$ cat config.mk
export PLATFORM = sky130hd
export DESIGN_NAME = axis_m_burst
export DESIGN_NICKNAME = d
export VERILOG_FILES = /design/src/rtl/axis_pkg.sv /design/src/rtl/axis_beat_cnt.sv /design/src/rtl/axis_m_burst.sv
export SDC_FILE = /design/constraint.sdc
export NUM_CORES = 1
export LEC_CHECK = 0
export BUFFER_PORTS_ARGS = -buffer_cell sky130_fd_sc_hd__buf_2
export CAP_MARGIN = 40
export CORE_ASPECT_RATIO = 0.9
export CORE_MARGIN = 2
export CORE_UTILIZATION = 54
export CTS_BUF_LIST = sky130_fd_sc_hd__clkbuf_8
export CTS_CLUSTER_DIAMETER = 80
export DETAILED_ROUTE_END_ITERATION = 8
export GPL_TIMING_DRIVEN = 0
export PLACE_DENSITY = 0.94
export SLEW_MARGIN = 30
export SYNTH_ARGS = -nofsm -noshare
export SYNTH_HDL_FRONTEND = slang
export SYNTH_HIERARCHICAL = 1
export SYNTH_SLANG_ARGS = --single-unit
$ cat constraint.sdc
create_clock -name aclk -period 3.35 [get_ports aclk]
set_input_delay 0.67 -clock aclk [delete_from_list [all_inputs] [get_ports aclk]]
set_output_delay 0.67 -clock aclk [all_outputs]
set_load 0.005 [all_outputs]
$ cat src/rtl/axis_pkg.sv
// Shared AXI-Stream definitions: default widths, burst FSM state encoding
// and the valid/ready handshake helper.
package axis_pkg;

  localparam int DATA_WIDTH_DEF = 32;
  localparam int LEN_WIDTH_DEF  = 8;

  typedef enum logic [1:0] {
    IDLE = 2'd0,
    SEND = 2'd1,
    DONE = 2'd2
  } state_t;

  // A beat transfers on a clock edge where both valid and ready are high.
  function automatic logic axis_handshake(input logic valid, input logic ready);
    return valid & ready;
  endfunction

endpackage

$ cat src/rtl/axis_beat_cnt.sv
// Loadable down-counter tracking how many beats of the burst remain.
// A decrement at zero holds at zero; load wins over decrement.
module axis_beat_cnt #(
  parameter int LEN_WIDTH = 8
) (
  input  logic                 aclk,
  input  logic                 areset,
  input  logic                 load,
  input  logic [LEN_WIDTH-1:0] load_val,
  input  logic                 dec,
  output logic [LEN_WIDTH-1:0] count,
  output logic                 is_last,
  output logic                 is_zero
);

  always_ff @(posedge aclk or posedge areset) begin
    if (areset) begin
      count <= '0;
    end else if (load) begin
      count <= load_val;
    end else if (dec && (count != '0)) begin
      count <= count - LEN_WIDTH'(1);
    end
  end

  assign is_last = (count == LEN_WIDTH'(1));
  assign is_zero = (count == '0);

endmodule

$ cat src/rtl/axis_m_burst.sv
// AXI-Stream master sending a burst of incrementing words with tlast on the
// final beat, then a one-cycle finish pulse.
//
// Handshake: a beat transfers on a rising edge where tvalid & tready are both
// high. tvalid is a register and never depends on tready; once raised,
// tvalid/tdata/tlast hold until that beat transfers, and tvalid stays high
// without gaps for the whole burst.
module axis_m_burst
  import axis_pkg::*;
#(
  parameter int DATA_WIDTH = DATA_WIDTH_DEF,
  parameter int LEN_WIDTH  = LEN_WIDTH_DEF
) (
  input  logic                  aclk,
  input  logic                  areset,
  input  logic                  start,
  input  logic [DATA_WIDTH-1:0] base,
  input  logic [LEN_WIDTH-1:0]  length,
  output logic                  busy,
  output logic                  finish,
  output logic                  tvalid,
  input  logic                  tready,
  output logic [DATA_WIDTH-1:0] tdata,
  output logic                  tlast,
  output state_t                dbg_state
);

  state_t                state, state_n;
  logic [DATA_WIDTH-1:0] tdata_n;
  logic                  tvalid_n;
  logic                  tlast_n;
  logic                  hs;
  logic                  cnt_load;
  logic                  cnt_dec;
  logic [LEN_WIDTH-1:0]  cnt_count;
  logic                  cnt_last;
  logic                  cnt_zero;

  axis_beat_cnt #(
    .LEN_WIDTH (LEN_WIDTH)
  ) u_beat_cnt (
    .aclk     (aclk),
    .areset   (areset),
    .load     (cnt_load),
    .load_val (length),
    .dec      (cnt_dec),
    .count    (cnt_count),
    .is_last  (cnt_last),
    .is_zero  (cnt_zero)
  );

  assign hs = axis_handshake(tvalid, tready);

  always_ff @(posedge aclk or posedge areset) begin
    if (areset) begin
      state  <= IDLE;
      tdata  <= '0;
      tvalid <= 1'b0;
      tlast  <= 1'b0;
    end else begin
      state  <= state_n;
      tdata  <= tdata_n;
      tvalid <= tvalid_n;
      tlast  <= tlast_n;
    end
  end

  always_comb begin
    state_n  = state;
    tdata_n  = tdata;
    tvalid_n = tvalid;
    tlast_n  = tlast;
    cnt_load = 1'b0;
    cnt_dec  = 1'b0;
    case (state)
      IDLE: begin
        // A zero-length request is dropped entirely.
        if (start && (length != '0)) begin
          tdata_n  = base;
          tvalid_n = 1'b1;
          tlast_n  = (length == LEN_WIDTH'(1));
          cnt_load = 1'b1;
          state_n  = SEND;
        end
      end
      SEND: begin
        if (hs) begin
          cnt_dec = 1'b1;
          // An empty counter here can only mean a lost count; close the burst.
          if (cnt_last || cnt_zero) begin
            tvalid_n = 1'b0;
            tlast_n  = 1'b0;
            state_n  = DONE;
          end else begin
            tdata_n = tdata + DATA_WIDTH'(1);
            tlast_n = (cnt_count == LEN_WIDTH'(2));
          end
        end
      end
      DONE: begin
        state_n = IDLE;
      end
      default: begin
        state_n = IDLE;
      end
    endcase
  end

  assign busy      = (state != IDLE);
  assign finish    = (state == DONE);
  assign dbg_state = state;

endmodule
After elaboration in Yosys (flattened, before gate mapping) --
Cells that the tools add are included.
Storage, ports and cells: bits in registers 44, input port bits 44
Operators by class: add/sub/neg operators 2, bitwise logic cells 1, equal/unequal tests 9, multiplexer cells 22, reduce and logical (&&, ||, !) cells 14
Operators by type and width (count):
- $mux W32 | 3
- $pmux W32 S2 | 1
- $add A32 B1 Y32 const B | 1
- $eq A8 B1 Y1 const B | 2
- $mux W8 | 2
- $reduce_bool A8 Y1 | 2
- $mux W1 | 10
- $eq A8 B2 Y1 const B | 1
- $logic_not A8 Y1 | 1
- $ne A2 B2 Y1 const B | 4
- $reduce_and A4 Y1 | 2
- $sub A8 B1 Y8 const B | 1
- $mux W2 | 3
- $reduce_and A3 Y1 | 2
- $reduce_bool A2 Y1 | 3
- $pmux W1 S2 | 2
- $pmux W2 S2 | 1
- $eq A2 B1 Y1 const B | 1
- $eq A2 B2 Y1 const B | 1
- $logic_and A1 B1 Y1 | 2
- $logic_not A2 Y1 | 1
- $and A1 B1 Y1 | 1
- $logic_or A1 B1 Y1 | 1

Depth between registers and ports, before layout --
depth after elaboration 6, gate-level depth with buffers 10, gate-level depth less buffers 9

Cells and area by module --
Netlist, hierarchy kept.
By module, submodules not included:
- axis_m_burst | instances 1, cells an instance 287, area each 2285.9 um2, seq. area each 900.9 um2
- axis_beat_cnt | instances 1, cells an instance 63, area each 570.5 um2, seq. area each 200.2 um2

Worst setup path before layout --
Ideal clock, no wire load.
kind register to register, start register u_beat_cnt.count[3], end register tdata[21], setup slack 0.999 ns, arrival time 2.224 ns, cell stages (with the launch flop) 11, setup time 0.127 ns, period minus slack after synthesis 2.351 ns, path buffers 3, path through dfrtp_1 buf_6 or4_1 clkbuf_2 nor4b_1 nor2_1 nand2b_1 o21a_1 buf_4 a21oi_1 o2bb2a_1
Between the ends: cells in the longest elaborated chain, start to end 4
RTL lines:
- start, declared | line axis_beat_cnt.sv:11 | output logic [LEN_WIDTH-1:0] count,
- start signal, assigned | line axis_beat_cnt.sv:20 | count <= load_val;
- start signal, assigned | line axis_beat_cnt.sv:22 | count <= count - LEN_WIDTH'(1);
- $eq A8 B1 Y1 | line axis_beat_cnt.sv:26 | assign is_last = (count == LEN_WIDTH'(1));
- net cnt_last | line axis_m_burst.sv:36 | logic cnt_last;
- $logic_or A1 B1 Y1 | line axis_m_burst.sv:90 | if (cnt_last || cnt_zero) begin
- $ne A2 B2 Y1 (no line)
- $reduce_and A4 Y1 (no line)
- end signal, assigned | line axis_m_burst.sv:62 | tdata <= tdata_n;
- end, declared | line axis_m_burst.sv:23 | output logic [DATA_WIDTH-1:0] tdata,
The timed path passes the listed nets, and every way through them passes these cells. A chain may end at the register's enable or synchronous reset.

Worst setup path after layout --
start register u_beat_cnt.count[0], end register tdata[29]
Between the ends: cells in the longest elaborated chain, start to end 4
RTL lines:
- $logic_not A8 Y1 | line axis_beat_cnt.sv:27 | assign is_zero = (count == '0);
- net cnt_zero | line axis_m_burst.sv:37 | logic cnt_zero;
- $logic_or A1 B1 Y1 | line axis_m_burst.sv:90
- $ne A2 B2 Y1 (no line)
- $reduce_and A4 Y1 (no line)
The timed path passes the listed nets, and every way through them passes these cells.

==> summary.txt <==
Timing
  • RSZ-0062 raised after global routing: no
  • Final setup viols: 0
  • Fin crit period: 2.81 ns
  • Rel. slew slack: 0.497
  • Final Cycle Share: 0.840
  • Worst-Margin Slew: 0.753 ns
  • Post-route setup TNS: 0 ns
  • Worst Skew: 0.0147 ns
  • Final Hold Slack: 0.310 ns
  • Max-slew violations: 0
  • Hold Vio Cnt, Final: 0
  • Final worst slack: 0.536 ns
  • FMAX: 0.355 GHz

Worst setup path
  • Crit path DAT: 3.01 ns
  • R2R Path Start: u_beat_cnt/count[0]$_DFFE_PP0P_
  • WP data required: 3.54 ns
  • CP endpoint kind: flop
  • Number of cells on the worst reg-to-reg path: 10
  • Crit path max fanout: 10
  • R2r endpoint: tdata[29]$_DFFE_PP0P_
  • CP most frequent cell: nor2_1
  • Startpoint Class: flop
  • Setup crit end: tdata[29]$_DFFE_PP0P_
  • R2R setup slack: 0.54 ns
  • Crit path kind: reg2reg
  • CP max stage delay: 0.47 ns
  • Largest delay contributor family on the critical path: simple AND/OR/NAND/NOR gates
  • CP bufs+invs: 2
  • Critical path depth: 10
  • Worst path cell trace: inv_1 > ha_1 > or3b_2 > nor2_1 > nor2_1 > nand2b_1 > o21ai_1 > clkbuf_1 > o21ai_0 > o21a_1
  • Slowest-stage cell, CP: dfrtp_1
  • Critical path launch point: u_beat_cnt/count[0]$_DFFE_PP0P_

CTS
  • Total CTS buffers: 5
  • Maximum clock insertion buffer count: 2
  • Root buffer cell: clkbuf_8
  • Worst-Skew Late Latency: 0.31 ns
  • Clock Sinks: 44
  • Hold buffers post-CTS: 0
  • H-tree levels: 2
  • Reg clk slew, reported paths: 0.09 ns
  • # resized after CTS: 0
  • CTS tree: built
  • Postcts setup bufs: 0

Power and ir drop
  • Clk pwr share: 0.127
  • LEAKAGE: 1.45 nW
  • Logic pwr share: 0.494
  • Internal Power: 1.47 mW
  • Sw frac: 0.480
  • Part of the power in registers: 0.379
  • Power Density: 816 nW/µm²
  • Max rail drop VDD: 0.440 mV
  • Sw Pwr: 1.35 mW

Finish
  • Synthesis-to-layout area growth: 21.1%
  • Most frequent cells in the layout: 84 x buf_2, 48 x nor2_1, 44 x dfrtp_1
  • Multi-input gate area: 1620 µm²
  • Nets: 487
  • Commonest non-fill, non-tap cell in the layout: buf_2
  • Final core occ: 0.666
  • Number of fill cells: 436
  • Antenna Cells: 0
  • Share of cells above drive strength 1: 0.232
  • Register Area: 1100 µm²

Floorplanning
  • Die span in y: 73 µm
  • Die width: 80.7 µm
  • Starting Density: 0.550
  • Boundary Pins: 82
  • CORE AREA: 5190 µm²
  • Die area: 5890 µm²
  • Rows: 25

Logic synthesis
  • Top_reg_cell synth: dfrtp_1
  • Post-synth EDFFs: 0
  • Seq/Total Area, Yosys: 0.385
  • Synthesized area: 2860 µm²
  • Async SR Flop Fraction: 1.00
  • Post-Syn Instances: 350
  • Cell variety after synth: 58
  • Synthesized Nets: 398
  • Synth warn: 6
  • Avg Cell Area, Syn: 8.16 µm²
  • Seq cells post-synth: 44

Run
  • Max cap viols: 0

Detailed routing
  • Post-DRT Antenna Nets: 0
  • Final WL: 9.18 mm
  • Routed vias: 3416
  • DRC errors left: 0
  • Detailed Route Iter0 Violations: 482
  • TritonRoute pass-1 iters: 7
  • Vias per cell: 6.74
  • WL/cell: 18.1 µm

Placement
  • Dpl ws: 0.681 ns
  • Gpl congestion: 0.934
  • Final HPWL DP: 6.55 mm
  • PortBufs: 81

Global routing
  • GRT Overall Usage: 0.314
  • First-pass GRT wire length: 14.4 mm
  • Antenna violations before repair: 0
  • Largest net degree at the start of global routing: 25
  • Global route total overflow: 0
  • Vias in the first global route: 3007

Run status
  • Status: complete, no violations

Worst hold path
  • Hold Crit Class: in2async
[worst min path at each step]
stage               cells past startpoint                  start  slack [ns]                               to
global placement                        1  tdata[29]$_DFFE_PP0P_        0.52            tdata[29]$_DFFE_PP0P_
global route                            2                 areset        0.34             tdata[3]$_DFFE_PP0P_
detailed placement                      1  tdata[29]$_DFFE_PP0P_        0.54            tdata[29]$_DFFE_PP0P_
floorplan                               1                 areset        0.49  u_beat_cnt/count[0]$_DFFE_PP0P_
finish                                  2                 areset        0.31             tdata[3]$_DFFE_PP0P_
CTS                                     2                 areset        0.33            tdata[25]$_DFFE_PP0P_
[cells in the mapped netlist (all sizes together) (2+ instances only)]
library cell | n | area, µm²
a311o | 3 | 30.0
nor4b | 3 | 26.3
inv | 10 | 37.5
nor3b | 2 | 15.0
o311ai | 2 | 17.5
o22a | 8 | 70.1
or4 | 6 | 45.0
nor2b | 2 | 12.5
o21a | 5 | 37.5
o21ai | 27 | 139
a31oi | 11 | 68.8
o22ai | 7 | 43.8
nand3 | 17 | 85.1
a211oi | 3 | 22.5
a32oi | 5 | 43.8
and2 | 4 | 25.0
ha | 4 | 50.1
and3 | 5 | 31.3
nor3 | 11 | 55.1
nand2b | 3 | 18.8
nand4 | 10 | 68.8
buf | 5 | 33.8
clkbuf | 16 | 61.3
nor2 | 48 | 180
dfrtp | 44 | 1100
nor4 | 9 | 71.3
a21oi | 35 | 175
a22oi | 2 | 15.0
nand2 | 20 | 75.1
o2111ai | 2 | 17.5
[per-stage QoR]
| step | cell area, µm² | std cells | power [mW] |
|---|---|---|---|
| after floorplan | 2860 | 350 | 1.87 |
| after global placement | 3350 | 498 | 2.34 |
| after detailed placement | 3370 | 499 | 2.41 |
| after CTS | 3460 | 507 | 2.77 |
| after global routing | 3460 | 507 | 3.01 |
| final | 3460 | 507 | 2.82 |
[layer usage]
metal / share of wire / track usage / wire [µm] / up-vias
met5: 0 / 0 / 0 / -
met4: 0.029 / 0.0998 / 267 / 0
met3: 0.10 / 0.0644 / 959 / 39
met2: 0.47 / 0.511 / 4280 / 243
met1: 0.40 / 0.422 / 3680 / 1621
li1: - / - / - / 1513
[sequential cells by signal (all words and copies together) (netlist names)]
| register | flops |
|---|---|
| tlast | 1 |
| tvalid | 1 |
| dbg_state | 2 |
| tdata | 32 |
| u_beat_cnt/count | 8 |
[cell families after synthesis]
family / share of synthesized area
AO/OA/AOI/OAI: 0.279
adder cells (fa/ha/maj): 0.0175
buffers and inverters: 0.0477
flip-flops: 0.385
multiplexers: 0.00350
AND/OR/NAND/NOR: 0.266
[layout make-up]
type,instances,area share
well taps,67,0.0242
plain buffers,21,0.0275
repair buffers,82,0.123
clock inverters,2,0.00289
multi-input cells,274,0.468
inverters,11,0.0119
flip-flops and latches,44,0.318
clock buffers,6,0.0239
[power groups by stage]
| stage | clock [mW] | combinational (mW) | sequential (mW) |
|---|---|---|---|
| floorplan | 0 | 0.858 | 1.02 |
| global placement | 0 | 1.30 | 1.05 |
| detailed placement | 0 | 1.35 | 1.06 |
| CTS | 0.358 | 1.36 | 1.05 |
| global route | 0.375 | 1.53 | 1.11 |
| finish | 0.359 | 1.39 | 1.07 |
Note: power is estimated with default switching activity, not from simulation.
